===== config.mk =====
export PLATFORM = sky130hd
export DESIGN_NAME = alu_issue_arbiter
export DESIGN_NICKNAME = d
export VERILOG_FILES = /design/src/rtl/alu_issue_arbiter.sv
export SDC_FILE = /design/constraint.sdc
export NUM_CORES = 1
export LEC_CHECK = 0
export CAP_MARGIN = 20
export CORE_MARGIN = 1
export CORE_UTILIZATION = 36
export CTS_CLUSTER_DIAMETER = 30
export DETAILED_ROUTE_END_ITERATION = 10
export HOLD_SLACK_MARGIN = 0.08
export PLACE_DENSITY = 0.72
export SLEW_MARGIN = 30
export SYNTH_ARGS = -nofsm -noshare
export SYNTH_HDL_FRONTEND = slang
export SYNTH_SLANG_ARGS = --single-unit
export TNS_END_PERCENT = 10

===== constraint.sdc =====
create_clock -name Clock -period 1.4 [get_ports Clock]
set_input_delay 0.28 -clock Clock [delete_from_list [all_inputs] [get_ports Clock]]
set_output_delay 0.28 -clock Clock [all_outputs]
set_load 0.005 [all_outputs]

===== src/rtl/alu_issue_arbiter.sv =====
// -----------------------------------------------------------------------------
// alu_issue_arbiter
//
// Registered issue stage in front of the shared ALU. Each cycle it chooses
// between the main pipeline's stage-1 ALU op and an auxiliary requester
// (debug/interrupt microsequencer). It decodes the winning 4-bit op through
// DECODE_ROM into the 8-bit ALU control word and drives the ALU active strobe
// one cycle later. A starvation counter makes sure a waiting aux request is
// forced through after STARVE_LIMIT consecutive pipeline grants.
//
// Parameters
//   STARVE_LIMIT  pipeline grants allowed while aux waits (legal 1..15)
//   DECODE_ROM    op-to-control table, entry n = DECODE_ROM[8n+7:8n]
//
// Ports
//   Clock         in   system clock, rising edge
//   Reset         in   asynchronous, active-high reset
//   PipeAluReq    in   pipeline has an ALU op this cycle
//   PipeAluOp     in   pipeline ALU op [3:0]
//   PipeAluStall  out  comb: pipeline op not accepted, hold it
//   AuxAluReq     in   aux requester has an op (held until granted)
//   AuxAluOp      in   aux ALU op [3:0]
//   AuxAluGnt     out  comb: one-cycle accept pulse for aux
//   AluCtrl       out  registered control word AC0..AC7
//   AluActive     out  registered: ALU performs the issued op this cycle
//   AluOwner      out  registered: 00 idle, 01 pipeline, 10 aux
// -----------------------------------------------------------------------------
module alu_issue_arbiter #(
   parameter int unsigned  STARVE_LIMIT = 4,
   parameter logic [127:0] DECODE_ROM   = 128'hFFEEDDCCBBAA99887766554433221100
) (
   input  logic       Clock,
   input  logic       Reset,
   input  logic       PipeAluReq,
   input  logic [3:0] PipeAluOp,
   output logic       PipeAluStall,
   input  logic       AuxAluReq,
   input  logic [3:0] AuxAluOp,
   output logic       AuxAluGnt,
   output logic [7:0] AluCtrl,
   output logic       AluActive,
   output logic [1:0] AluOwner
);

   // Decision encoding doubles as the AluOwner code.
   typedef enum logic [1:0] {
      DEC_IDLE = 2'b00,
      DEC_PIPE = 2'b01,
      DEC_AUX  = 2'b10
   } decision_e;

   localparam logic [3:0] LIMIT = 4'(STARVE_LIMIT);

   decision_e  decision;
   logic [3:0] win_op;
   logic       aux_forced;

   logic [7:0] ctrl_q,   ctrl_d;
   logic       active_q, active_d;
   logic [1:0] owner_q,  owner_d;
   logic [3:0] starve_q, starve_d;

   always_comb begin
      decision   = DEC_IDLE;
      win_op     = PipeAluOp;
      aux_forced = AuxAluReq && (starve_q == LIMIT);

      // Grants are suppressed while Reset is held so nothing is accepted
      // that the reset would then silently drop.
      if (!Reset) begin
         if (AuxAluReq && (!PipeAluReq || aux_forced)) begin
            decision = DEC_AUX;
            win_op   = AuxAluOp;
         end else if (PipeAluReq) begin
            decision = DEC_PIPE;
         end
      end

      AuxAluGnt    = (decision == DEC_AUX);
      PipeAluStall = PipeAluReq && (decision == DEC_AUX);

      // AluCtrl holds through idle cycles to avoid needless toggling.
      ctrl_d   = ctrl_q;
      active_d = 1'b0;
      owner_d  = decision;
      if (decision != DEC_IDLE) begin
         ctrl_d   = DECODE_ROM[{win_op, 3'b000} +: 8];
         active_d = 1'b1;
      end

      // Counts pipeline wins while aux waits. Saturation at LIMIT is implicit:
      // at LIMIT a waiting aux always wins, which clears the count.
      starve_d = starve_q;
      if ((decision == DEC_AUX) || !AuxAluReq) begin
         starve_d = 4'd0;
      end else if ((decision == DEC_PIPE) && (starve_q != LIMIT)) begin
         starve_d = starve_q + 4'd1;
      end
   end

   always_ff @(posedge Clock or posedge Reset) begin
      if (Reset) begin
         ctrl_q   <= 8'h00;
         active_q <= 1'b0;
         owner_q  <= 2'b00;
         starve_q <= 4'd0;
      end else begin
         ctrl_q   <= ctrl_d;
         active_q <= active_d;
         owner_q  <= owner_d;
         starve_q <= starve_d;
      end
   end

   assign AluCtrl   = ctrl_q;
   assign AluActive = active_q;
   assign AluOwner  = owner_q;

endmodule


==> reports/qor.csv, run 1 <==
metric;value;unit
outcome;finished with violations;
violations;negative setup slack;
clock-skew-final;0.00515;ns
cts_buffers;3;
synth_fp_nets;71;
mostFrequentLayoutCells;buf_4 (18), dfrtp_1 (11), clkdlybuf4s50_1 (10), dlygate4sd2_1 (9), inv_1 (5);
worst_slew_pin_slew;0.268;ns
critPathArrivalTime;1.46;ns
rrSetupSlack;-0.33;ns
die_area;0.00185;sq mm
wire_per_inst;14.5;um
worstPathCellList;inv_2, ha_4, nand3b_1, buf_6, nor3_2, buf_2;
track_usage;20.8;%
grt_max_degree;8;
rsz0062_at_grt;yes;
die_width;43.0;um
viasPerCell;5.03;
drv_cap;0;
worstSetupPathType;reg -> out;
setup-violations-final;10;
cts-root-buf;clkbuf_4;
num_antenna_cells;0;
ys_types;23;
cp_top_family;flip-flops;
clkTransAtPathRegs;0.08;ns
synth-edff-count;0;
num_vias;593;
power.density;738;mW/mm^2
finalNonFillerCells;118;
ir_drop;0.000580;V
htreeDepth;1;
std_cell_rows;14;
final_hold_viol_count;0;
netlist_area;604;sq um
fmax;574;MHz
r2r-start;starve_q[1];
drt_wl_total;1720;um
worst-path-buf-inv;3;
ant_nets;0;
min_period;1.74;ns
power.leakage;0.540;nW
worstReg2RegEnd;AluCtrl[3];
fin_ws;-0.341;ns
required;1.12;ns
drc;0;
cp-end-kind;primary output;
yosysSeqAreaShare;45.5;%
async_flop_share;100;%
die_y;43.0;um
place_congestion;0.779;
io_pins;25;
clkLatencyLatePin;0.26;ns
finalMaxSlewViolations;0;
fillerInstances;128;
cts_tree;built;
synth-compound-area-share;12.0;%
synth_area_per_cell;10.6;sq um
layout_commonest_cell;buf_4;
synthXorXnorAreaFrac;0;%
antenna_found_initial;0;
dp_hpwl;1230;um
hold_depth;3;
drt_iter0_drc;12;
yosys.area_share.simple;13.3;%
cts_buffer_depth;2;
final_nets;117;
critical_path.slowest_cell;dfrtp_1;
cts_num_sinks;11;
ys.flop_type;dfrtp_1;
drive_gt1_share;40.2;%
synthMuxAreaShare;14.9;%
core_area;0.00154;sq mm
critPathLaunchType;flop;
start_util;39.2;%
holdCritStartpoint;PipeAluReq;
critical-path-max-stage-delay;0.40;ns
critPathMaxFanout;2;
holdPathEnd;AluOwner[1];
relSlewSlack;82.0;%
drtPass1Iterations;4;
synth_seq_cells;11;
post_dp_cell_area;982;sq um
portBuffers;24;
worst_hold_path_type;in -> reg;
globalRouteOverflowTotal;0;
syn_to_final_growth;80.5;%
dp.cells;109;
synthAdderAreaFrac;4.14;%
reg2regPathDepth;7;
grt_pass1_vias;608;
synth_top_family_by_area;multiplexers;
fin_area;0.00109;sq mm
yosys_warnings;0;
grt_pass1_wl;2750;um
fin_crit_sh;124;%
postSynthCellCount;57;
[cells in the mapped netlist (2+ instances only)]
cell	instances	area share, %
dfrtp_1	11	46
a21oi_1	4	3.3
o31ai_1	2	2.5
o21ai_0	2	1.7
ha_1	2	4.1
nor2_1	2	1.2
nand2b_1	2	2.1
and2_1	2	2.1
mux2_2	4	7.5
buf_4	4	5.0
mux2_1	4	7.5
inv_1	7	4.3
[worst register-to-register path: stages (launching register included)]
cell and delay [ns]:
dfrtp_1 0.40, inv_2 0.09, ha_4 0.14, nand3b_1 0.14, buf_6 0.16, buf_6 0.11, a21oi_4 0.25, mux2_4 0.32
[flip-flops by register name (all words and copies together) (netlist names)]
| name | cells |
|---|---|
| AluOwner | 2 |
| AluActive | 1 |
| starve_q | 4 |
| AluCtrl | 4 |
[where the power goes]
group          switching, W  internal [W]
sequential        0.0000153      0.000344
combinational     0.0000822      0.000148
clock              0.000111      0.000105
[how the worst max path moves through the flow]
stage                     start            to  slack, ns  cells past startpoint
floorplan           starve_q[0]    AluCtrl[3]      -0.04                      5
global placement     PipeAluReq  PipeAluStall      -0.43                      4
detailed placement   PipeAluReq  PipeAluStall      -0.47                      4
CTS                 starve_q[1]  PipeAluStall      -0.29                      6
global route        starve_q[1]  PipeAluStall      -0.41                      6
finish              starve_q[1]  PipeAluStall      -0.34                      6
[kinds of logic (layout without fill, tap and decap cells)]
group	Yosys count	after routing
AOI/OAI and AO/OA	11	11
adders and majority gates	2	2
buffers and inverters	12	57
DFF	11	11
muxes	8	8
and+or+nand+nor	13	13
[stage by stage]
stage          setup WS (ns)  total power (W)  utilization [%]  setup TNS [ns]  hold slack (ns)
6_report              -0.341         0.000805             70.8           -2.36            0.579
5_1_grt               -0.408         0.000860             70.8           -2.95            0.590
4_1_cts               -0.291         0.000806             67.9           -1.94            0.554
3_5_place_dp          -0.474         0.000615             63.7           -3.78            0.641
3_3_place_gp          -0.434         0.000606             63.7           -3.27            0.628
2_1_floorplan        -0.0407         0.000474                -          -0.188            0.149
[repair_timing]
| item | in CTS | in global routing |
|---|---|---|
| cloned | 0 | 0 |
| endpoints found under the setup margin | 18 | 14 |
| hold buffers | 0 | 0 |
| gates resized for setup | 24 | 8 |
| buffers inserted | 4 | 1 |
| pin swaps | 3 | 5 |
[cell type report]
cell class	instances	area (sq um)	area share (%)
inverter	7	26.3	2.41
timing repair buffer	46	407	37.3
sequential	11	275	25.2
tap	16	20.0	1.83
clock buffer	3	22.5	2.06
multi-input combinational	34	335	30.7
clock inverter	1	5.00	0.459
[metal layers]
metal  GRT usage [%]  wire length, um  vias to the layer above
li1                -                -                      286
met1            25.1              670                      289
met2            36.4              972                       16
met3            4.26               57                        2
met4            7.27               14                        0
met5               0                0                        -
Power figures use the tool's default switching activity.
==> inputs of run 2 (changes only) <==
--- a/config.mk
+++ b/config.mk
@@ -5,10 +5,10 @@
 export SDC_FILE = /design/constraint.sdc
 export NUM_CORES = 1
 export LEC_CHECK = 0
-export CAP_MARGIN = 20
+export CAP_MARGIN = 10
 export CORE_MARGIN = 1
 export CORE_UTILIZATION = 36
-export CTS_CLUSTER_DIAMETER = 30
+export CTS_CLUSTER_DIAMETER = 100
 export DETAILED_ROUTE_END_ITERATION = 10
 export HOLD_SLACK_MARGIN = 0.08
 export PLACE_DENSITY = 0.72
==> results of run 2 <==
Final layout, timing and power as in run 1 (identical DEF).
